File: src/rtl/imm_encoder_pkg.sv
// Shared constants and helpers for the immediate encoder.
// Build option: IMM_ENC_LI_EN enables li -> LUI/ADDI expansion.
package imm_encoder_pkg;

    // Immediate type selector codes; 3'b110 and 3'b111 fall back to I.
    localparam logic [2:0] IMM_TYPE_I     = 3'b000;
    localparam logic [2:0] IMM_TYPE_S     = 3'b001;
    localparam logic [2:0] IMM_TYPE_B     = 3'b010;
    localparam logic [2:0] IMM_TYPE_U     = 3'b011;
    localparam logic [2:0] IMM_TYPE_J     = 3'b100;
    localparam logic [2:0] IMM_TYPE_CSR   = 3'b101;
    localparam logic [2:0] IMM_TYPE_I_ALT = 3'b111;

    localparam logic [6:0] OPCODE_LUI    = 7'b0110111;
    localparam logic [6:0] OPCODE_OP_IMM = 7'b0010011;
    localparam logic [2:0] FUNCT3_ADDI   = 3'b000;

`ifdef IMM_ENC_LI_EN
    typedef enum logic {
        ST_IDLE,
        ST_EMIT_LO
    } enc_state_t;
`endif

    // True when bits [31:lsb] of v are all zeros or all ones (sign-extension holds).
    function automatic logic upper_uniform(input logic [31:0] v, input int unsigned lsb);
        logic [31:0] s;
        s = 32'($signed(v) >>> lsb);
        return (s == '0) || (s == '1);
    endfunction

    function automatic logic [31:0] make_lui(input logic [4:0] rd, input logic [19:0] hi);
        return {hi, rd, OPCODE_LUI};
    endfunction

    function automatic logic [31:0] make_addi(input logic [4:0] rd, input logic [4:0] rs1,
                                              input logic [11:0] imm);
        return {imm, rs1, FUNCT3_ADDI, rd, OPCODE_OP_IMM};
    endfunction

endpackage

File: src/rtl/imm_field_packer.sv
// Combinational immediate packer: scatters an immediate into the bit fields of
// the selected instruction format over a base word and flags values that do
// not fit. Unaffected by IMM_ENC_LI_EN.
module imm_field_packer
    import imm_encoder_pkg::*;
(
    input  logic [31:0] i_base,
    input  logic [31:0] i_imm,
    input  logic [2:0]  i_imm_type,
    output logic [31:0] o_instr,
    output logic        o_err
);

    // Overwrite only the immediate fields of the chosen format; out-of-range values are truncated.
    always_comb begin
        o_instr = i_base;
        o_err   = 1'b0;
        case (i_imm_type)
            IMM_TYPE_S: begin
                o_instr[31:25] = i_imm[11:5];
                o_instr[11:7]  = i_imm[4:0];
                o_err          = !upper_uniform(i_imm, 11);
            end
            IMM_TYPE_B: begin
                o_instr[31]    = i_imm[12];
                o_instr[30:25] = i_imm[10:5];
                o_instr[11:8]  = i_imm[4:1];
                o_instr[7]     = i_imm[11];
                o_err          = !upper_uniform(i_imm, 12) || i_imm[0];
            end
            IMM_TYPE_U: begin
                o_instr[31:12] = i_imm[31:12];
                o_err          = |i_imm[11:0];
            end
            IMM_TYPE_J: begin
                o_instr[31]    = i_imm[20];
                o_instr[30:21] = i_imm[10:1];
                o_instr[20]    = i_imm[11];
                o_instr[19:12] = i_imm[19:12];
                o_err          = !upper_uniform(i_imm, 20) || i_imm[0];
            end
            IMM_TYPE_CSR: begin
                o_instr[19:15] = i_imm[4:0];
                o_err          = |i_imm[31:5];
            end
            default: begin
                o_instr[31:20] = i_imm[11:0];
                o_err          = !upper_uniform(i_imm, 11);
            end
        endcase
    end

endmodule

File: src/rtl/imm_encoder.sv
// Immediate encoder top: request handshake, single output register stage,
// saturating error counter and, with IMM_ENC_LI_EN defined, the li expansion
// FSM that may emit a LUI followed by an ADDI.
//
// state      | meaning
// -----------+---------------------------------------------------------
// ST_IDLE    | accepting requests; output register holds 0 or 1 word
// ST_EMIT_LO | LUI sits in the output register, ADDI waits in r_lo_instr
module imm_encoder
    import imm_encoder_pkg::*;
#(
    parameter logic [31:0] RESET_INSTR = 32'h00000013,
    parameter int          ERRCNT_W    = 8
) (
    input  logic                CLK,
    input  logic                RESET,
    input  logic                IN_VALID,
    output logic                IN_READY,
    input  logic [31:0]         IN_BASE,
    input  logic [31:0]         IN_IMM,
    input  logic [2:0]          IN_IMM_TYPE,
    input  logic                IN_LI,
    output logic                OUT_VALID,
    input  logic                OUT_READY,
    output logic [31:0]         OUT_INSTR,
    output logic                OUT_ERR,
    output logic [ERRCNT_W-1:0] ERR_COUNT
);

    logic                r_out_valid;
    logic [31:0]         r_out_instr;
    logic                r_out_err;
    logic [ERRCNT_W-1:0] r_err_count;

    logic [31:0] w_pack_instr;
    logic        w_pack_err;
    logic [31:0] w_first_instr;
    logic        w_first_err;
    logic        w_in_fire;
    logic        w_out_fire;
    logic        w_idle;

    imm_field_packer u_packer (
        .i_base     (IN_BASE),
        .i_imm      (IN_IMM),
        .i_imm_type (IN_IMM_TYPE),
        .o_instr    (w_pack_instr),
        .o_err      (w_pack_err)
    );

`ifdef IMM_ENC_LI_EN
    enc_state_t  r_state;
    logic [31:0] r_lo_instr;
    logic        w_two_words;
    logic [31:0] w_lo_instr;
    logic [4:0]  w_rd;
    logic [11:0] w_lo;
    logic [19:0] w_hi;

    assign w_rd   = IN_BASE[11:7];
    assign w_lo   = IN_IMM[11:0];
    // ADDI sign-extends lo, so the upper part absorbs a borrow when lo[11] is set.
    assign w_hi   = IN_IMM[31:12] + {19'd0, IN_IMM[11]};
    assign w_idle = (r_state == ST_IDLE);
`else
    logic w_unused_li;

    assign w_unused_li = IN_LI;
    assign w_idle      = 1'b1;
`endif

    // Choose the first word to emit: packed immediate, or the li expansion head.
    always_comb begin
        w_first_instr = w_pack_instr;
        w_first_err   = w_pack_err;
`ifdef IMM_ENC_LI_EN
        w_two_words   = 1'b0;
        w_lo_instr    = make_addi(w_rd, w_rd, w_lo);
        if (IN_LI) begin
            w_first_err = 1'b0;
            if (w_hi == 20'd0) begin
                w_first_instr = make_addi(w_rd, 5'd0, w_lo);
            end else if (w_lo == 12'd0) begin
                w_first_instr = make_lui(w_rd, w_hi);
            end else begin
                w_first_instr = make_lui(w_rd, w_hi);
                w_two_words   = 1'b1;
            end
        end
`endif
    end

    assign IN_READY   = !RESET && w_idle && (!r_out_valid || OUT_READY);
    assign w_in_fire  = IN_VALID && IN_READY;
    assign w_out_fire = r_out_valid && OUT_READY;

    // Output register, li sequencing and saturating error counter.
    always_ff @(posedge CLK or posedge RESET) begin
        if (RESET) begin
            r_out_valid <= 1'b0;
            r_out_instr <= RESET_INSTR;
            r_out_err   <= 1'b0;
            r_err_count <= '0;
`ifdef IMM_ENC_LI_EN
            r_state     <= ST_IDLE;
            r_lo_instr  <= RESET_INSTR;
`endif
        end else begin
            if (w_out_fire && r_out_err && (r_err_count != '1)) begin
                r_err_count <= r_err_count + 1'b1;
            end
`ifdef IMM_ENC_LI_EN
            case (r_state)
                ST_IDLE: begin
                    if (w_in_fire) begin
                        r_out_valid <= 1'b1;
                        r_out_instr <= w_first_instr;
                        r_out_err   <= w_first_err;
                        if (w_two_words) begin
                            r_lo_instr <= w_lo_instr;
                            r_state    <= ST_EMIT_LO;
                        end
                    end else if (w_out_fire) begin
                        r_out_valid <= 1'b0;
                    end
                end
                ST_EMIT_LO: begin
                    if (w_out_fire) begin
                        r_out_instr <= r_lo_instr;
                        r_out_err   <= 1'b0;
                        r_state     <= ST_IDLE;
                    end
                end
                default: r_state <= ST_IDLE;
            endcase
`else
            if (w_in_fire) begin
                r_out_valid <= 1'b1;
                r_out_instr <= w_first_instr;
                r_out_err   <= w_first_err;
            end else if (w_out_fire) begin
                r_out_valid <= 1'b0;
            end
`endif
        end
    end

    assign OUT_VALID = r_out_valid;
    assign OUT_INSTR = r_out_instr;
    assign OUT_ERR   = r_out_err;
    assign ERR_COUNT = r_err_count;

endmodule

File: config.mk
export PLATFORM = sky130hd
export DESIGN_NAME = imm_encoder
export DESIGN_NICKNAME = d
export VERILOG_FILES = /design/src/rtl/imm_encoder_pkg.sv /design/src/rtl/imm_field_packer.sv /design/src/rtl/imm_encoder.sv
export SDC_FILE = /design/constraint.sdc
export NUM_CORES = 1
export LEC_CHECK = 0
export BUFFER_PORTS_ARGS = -buffer_cell sky130_fd_sc_hd__buf_4
export CORE_MARGIN = 2
export CORE_UTILIZATION = 30
export CTS_CLUSTER_DIAMETER = 50
export DETAILED_ROUTE_END_ITERATION = 8
export SYNTH_ARGS = -nofsm -noshare
export SYNTH_HDL_FRONTEND = slang
export SYNTH_HIERARCHICAL = 1
export SYNTH_SLANG_ARGS = --single-unit
File: constraint.sdc
create_clock -name CLK -period 1.3 [get_ports CLK]
set_input_delay 0.13 -clock CLK [delete_from_list [all_inputs] [get_ports CLK]]
set_output_delay 0.13 -clock CLK [all_outputs]
set_load 0.1 [all_outputs]
Yosys cells after proc, flatten, opt, wreduce, memory -nomap -nowiden
Index checks and enable logic that the tools add are counted.
{ "classes": {"addsub": 1, "n_eq_ne": 9, "mux": 8, "reduce_logical": 24} }
{ "op_table": {"columns": ["cell", "n"], "rows": [
  ["32-bit equality test, second input constant", 3],
  ["32-bit zero test", 3],
  ["7-bit one-hot mux with 4 select lines", 1],
  ["27-bit OR reduction", 1],
  ["5-bit one-hot mux with 2 select lines", 2],
  ["5-bit one-hot mux with 3 select lines", 1],
  ["12-bit OR reduction", 1],
  ["8-bit by 1-bit adder with 8-bit output, second input constant", 1],
  ["8-bit inequality test, second input constant", 1],
  ["3-bit by 2-bit equality test with 1-bit output, second input constant", 2],
  ["3-bit equality test, second input constant", 2],
  ["1-bit logical OR", 6],
  ["1-bit logical AND", 5],
  ["1-bit zero test", 5],
  ["1-bit one-hot mux with 4 select lines", 1],
  ["3-bit by 1-bit equality test with 1-bit output, second input constant", 1],
  ["3-bit two-way mux", 1],
  ["3-bit OR reduction", 1],
  ["1-bit two-way mux", 2],
  ["2-bit nonzero test", 1],
  ["2-bit OR reduction", 1]
]} }
{ "word_totals": {"regBits": 42, "in_bits": 72, "out_inout_bits": 43, "wordCells": 46} }

Logic depth before layout (Yosys ltp)
{ "depth": {"depth_word": 5, "ltp_mapped": 7, "depth_no_buf": 6} }

Cells and area by module
Netlist, hierarchy kept.
{ "modules_own_cells": {"columns": ["module", "instances", "cells_per_inst", "area_each_um2", "seq_area_each_um2"], "rows": [
  ["imm_encoder", 1, 114, 1831.8, 1054.8],
  ["imm_field_packer", 1, 169, 1048.5, 0.0]
]} }

Worst setup path before layout
OpenSTA, ideal clock, no wires.
{ "synth_timing": {"kind": "register -> register", "startpoint": "register r_out_valid (netlist: OUT_VALID)", "endpoint": "register r_out_err (netlist: OUT_ERR)", "setup_time_ns": 0.126, "arrival_ns": 2.663, "required_time_ns": 1.174, "slack_ns": -1.489, "stages_incl_launch_ff": 6, "n_path_buf": 2, "period_less_slack_ns": 2.789, "cell_sequence": "dfrtp_1 -> a21oi_2 -> and2_4 -> buf_6 -> buf_12 -> mux2_4"} }
{ "synth_between": {"elab_chain_cells": 4} }
{ "synth_rtl": {"columns": ["element", "line", "rtl"], "rows": [
  ["start, declared", "imm_encoder.sv:30", "logic r_out_valid;"],
  ["start signal, assigned", "imm_encoder.sv:100", "r_out_valid <= 1'b0;"],
  ["start signal, assigned", "imm_encoder.sv:138", "r_out_valid <= 1'b1;"],
  ["start signal, assigned", "imm_encoder.sv:142", "r_out_valid <= 1'b0;"],
  ["1-bit zero test", "imm_encoder.sv:93", "assign IN_READY = !RESET && w_idle && (!r_out_valid || OUT_READY);"],
  ["1-bit logical OR", "imm_encoder.sv:93", null],
  ["1-bit logical AND", "imm_encoder.sv:93", null],
  ["via IN_READY", "imm_encoder.sv:18", "output logic IN_READY,"],
  ["1-bit logical AND", "imm_encoder.sv:94", "assign w_in_fire = IN_VALID && IN_READY;"],
  ["end signal, assigned", "imm_encoder.sv:140", "r_out_err <= w_first_err;"],
  ["end, declared", "imm_encoder.sv:32", "logic r_out_err;"]
]} }
The timed path passes the listed nets, and every way through them passes these cells.
A chain may end at the register's enable or synchronous reset.

Worst setup path after layout
{ "layout_timing": {"startpoint": "input IN_IMM[5]", "endpoint": "register r_out_err (netlist: OUT_ERR)"} }
{ "layout_between": {"elab_chain_cells": 2, "elab_cells_between_ends": 3, "classes_between": "1 x mux; 2 x reduce/logical"} }
{ "layout_rtl": {"columns": ["element", "line", "rtl"], "rows": [
  ["start, declared", "imm_encoder.sv:20", "input logic [31:0] IN_IMM,"],
  ["27-bit OR reduction or 12-bit OR reduction (tied branches)", "imm_field_packer.sv:44, imm_field_packer.sv:33", null],
  ["1-bit one-hot mux with 4 select lines (*)", "imm_field_packer.sv:18", "case (i_imm_type)"],
  ["via w_first_err", "imm_encoder.sv:38", "logic w_first_err;"]
]} }
Mark *: on every way through the listed nets, which the timed path passes. The rest lies on a longest branch.

==> results_dict.tcl <==
set metrics [dict create \
    status "finished with violations" \
    violations "negative setup slack" \
    relSlewSlack_pct 76.2 \
    syn_to_final_growth_pct 58.7 \
    finalCritPeriodShare_pct 115 \
    grt_pass1_wl_mm 14.4 \
    synth_cells 283 \
    cts_tree "yes" \
    synth_fa_ha_area_share_pct 0.434 \
    antenna_found_initial 0 \
    avgSynthCellArea_sq_um 10.2 \
    synth_nets 356 \
    worstSetupStartpointType "input port" \
    hold_violations 0 \
    power.density_nw_per_um2 1620 \
    core_area_sq_um 9280 \
    drt-vias-per-instance 4.89 \
    clkTransAtPathRegs_ps 90 \
    cp-end-kind "flop" \
    dieArea_sq_um 10400 \
    ys_seq_elements 42 \
    drt_wl_total_mm 9.32 \
    final_antenna_net_count 0 \
    fin_crit_ps 1500 \
    die_h_microns 102 \
    cts_buffer_depth 2 \
    portBuffers 113 \
    vdd_drop_max_v 0.000830 \
    clock_skew_ps 2.16 \
    synth-simple-area-share_pct 15.6 \
    path_class "input port to flop" \
    die_x_microns 102 \
    synth_xor_area_share_pct 1.52 \
    worst_slew_pin_slew_ps 357 \
    fill_cells 888 \
    ys.flop_type "dfrtp_1" \
    syn_area_sq_um 2880 \
    nNetsFinal 519 \
    hold_path.class "input port to flop" \
    worstPathArrival_ps 1690 \
    clk_latency_ps 300 \
    setup_viol 37 \
    setup_slack_ps -199 \
    synth_cell_types 41 \
    gp_congestion 0.909 \
    path_max_fanout 2 \
    drcViolationCount 0 \
    synth-edff-count 0 \
    finalSetupTns_ps -5410 \
    grt_overflow 0 \
    yosysWarnings 6 \
    synth_async_sr_flop_share_pct 100 \
    synth_mux_area_share_pct 23.6 \
    synth_compound_area_share_pct 15.3 \
    power.total_mw 7.39 \
    rsz0062_at_grt "true" \
    n_antenna_cell 0 \
    cts_buffers 5 \
    synth_top_family_by_area "multiplexers" \
    wl_per_cell_microns 16.2 \
    cts_sinks 42 \
    fmax_mhz 667 \
    start_util_pct 31.0 \
    yosysSeqAreaShare_pct 36.6 \
    dpl.hpwl_mm 7.16 \
    ios 115 \
    drt_iter0_drc 108 \
    drive_gt1_share_pct 58.2 \
    grt_pass1_vias 2810 \
    htree_levels 2 \
    drt_pre_antenna_iters 4 \
    dp_slack_ps -490 \
    grt_max_degree 30 \
    vias 2818 \
    drv_cap 0 \
    num_rows 35 \
    finalMaxSlewViolations 0 \
    cellLeakagePower_nw 2.09 \
    root_buffer "clkbuf_8" \
    grt.total_usage_pct 17.7 \
    crit_required_ps 1490 \
]
[cells in the mapped netlist, drive strengths merged, types with 2 or more instances]
cell / count / area share (%)
a21oi: 24 / 4.3
buf: 18 / 5.4
clkbuf: 6 / 0.78
dfrtp: 39 / 34
dfstp: 3 / 2.7
inv: 6 / 0.78
mux2: 40 / 19
mux2i: 12 / 4.2
nand2: 18 / 2.3
nand2b: 7 / 1.5
nand3: 9 / 1.6
nand4: 9 / 2.0
nor2: 11 / 1.4
nor3: 4 / 0.87
nor4: 2 / 0.96
o21ai: 19 / 3.4
o22a: 6 / 1.8
o22ai: 21 / 4.6
or3: 9 / 2.0
or4: 6 / 1.8
xnor2: 4 / 1.2
[cells in the final DEF, fill, tap and decap left out, drive strengths merged, types with 2 or more instances in the layout]
master / count
nor2: 11
nor3: 4
inv: 6
or3: 9
clkbuf: 6
buf: 179
xnor2: 4
or4: 6
nor4: 2
nand2b: 7
mux2: 40
dfstp: 3
mux2i: 12
o22ai: 21
o21ai: 19
dfrtp: 39
nand4: 9
a21oi: 24
nand2: 18
nand3: 9
o22a: 6
[cell type report]
cell class	count	area, sq um	area share, %
well taps	129	161	3.53
clock buffers	6	72.6	1.59
inverters	6	22.5	0.493
repair buffers	180	1470	32.2
flip-flops and latches	42	1090	23.8
clock inverters	2	37.5	0.821
multi-input cells	211	1720	37.5
[flip-flops by register name (all words and copies together) (netlist names)]
name,count
OUT_ERR,1
OUT_VALID,1
OUT_INSTR,32
ERR_COUNT,8
[power breakdown]
| part | switching (mW) | total [mW] | internal, mW |
|---|---|---|---|
| Combinational | 3.02 | 4.41 | 1.39 |
| Clock | 0.493 | 1.07 | 0.574 |
| Sequential | 0.236 | 1.91 | 1.67 |
[cell families (layout without fill, tap and decap cells)]
| kind of cell | count (synthesis) | count (layout) |
|---|---|---|
| AO/OA/AOI/OAI | 74 | 74 |
| XOR/XNOR | 5 | 5 |
| adder cells (fa/ha/maj) | 1 | 1 |
| buffers and inverters | 30 | 194 |
| multiplexers | 52 | 52 |
| AND/OR/NAND/NOR | 79 | 79 |
| flip-flops | 42 | 42 |
[critical path: stages]
cell      delay [ps]
buf_6             90
or4_4            540
nor4_4           240
a32oi_2          180
a21oi_1          170
a221oi_1          90
mux2_4           260
[worst paths after layout]
path,startpoint,end,slack [ps],cells after the start
max in group asynchronous,RESET,OUT_ERR,450,4
min in group asynchronous,RESET,ERR_COUNT[6],370,3
setup / recovery,IN_IMM[5],OUT_ERR,-200,7
hold / removal,IN_BASE[3],OUT_INSTR[3],50,2
hold reg to reg,OUT_INSTR[19],OUT_INSTR[19],520,1
setup reg to reg,OUT_VALID,OUT_INSTR[29],-190,4
[metal layers]
layer  track usage, %  share of wire [%]
met5                0                  0
met3             4.04                6.4
met2             28.3                 47
met1             24.5                 46
met4             4.41                1.4
[repair_timing]
item	in CTS	in global routing
pin swaps	4	8
gates cloned	0	0
setup endpoints to repair	43	44
gates resized for setup	16	18
hold endpoints to repair	10	0
buffers inserted	1	2
hold buffers	1	0
[through the flow]
step | instances | hold slack (ps) | cell area (sq um) | util (%)
3_5_place_dp | 564 | 145 | 4290 | 46.3
4_1_cts | 574 | 47.1 | 4480 | 48.3
3_3_place_gp | 564 | 136 | 4290 | 46.3
5_1_grt | 576 | 37.8 | 4570 | 49.2
6_report | 576 | 53.0 | 4570 | 49.2
2_1_floorplan | 283 | 356 | 2940 | -
Note: power is estimated with default switching activity, not from simulation.
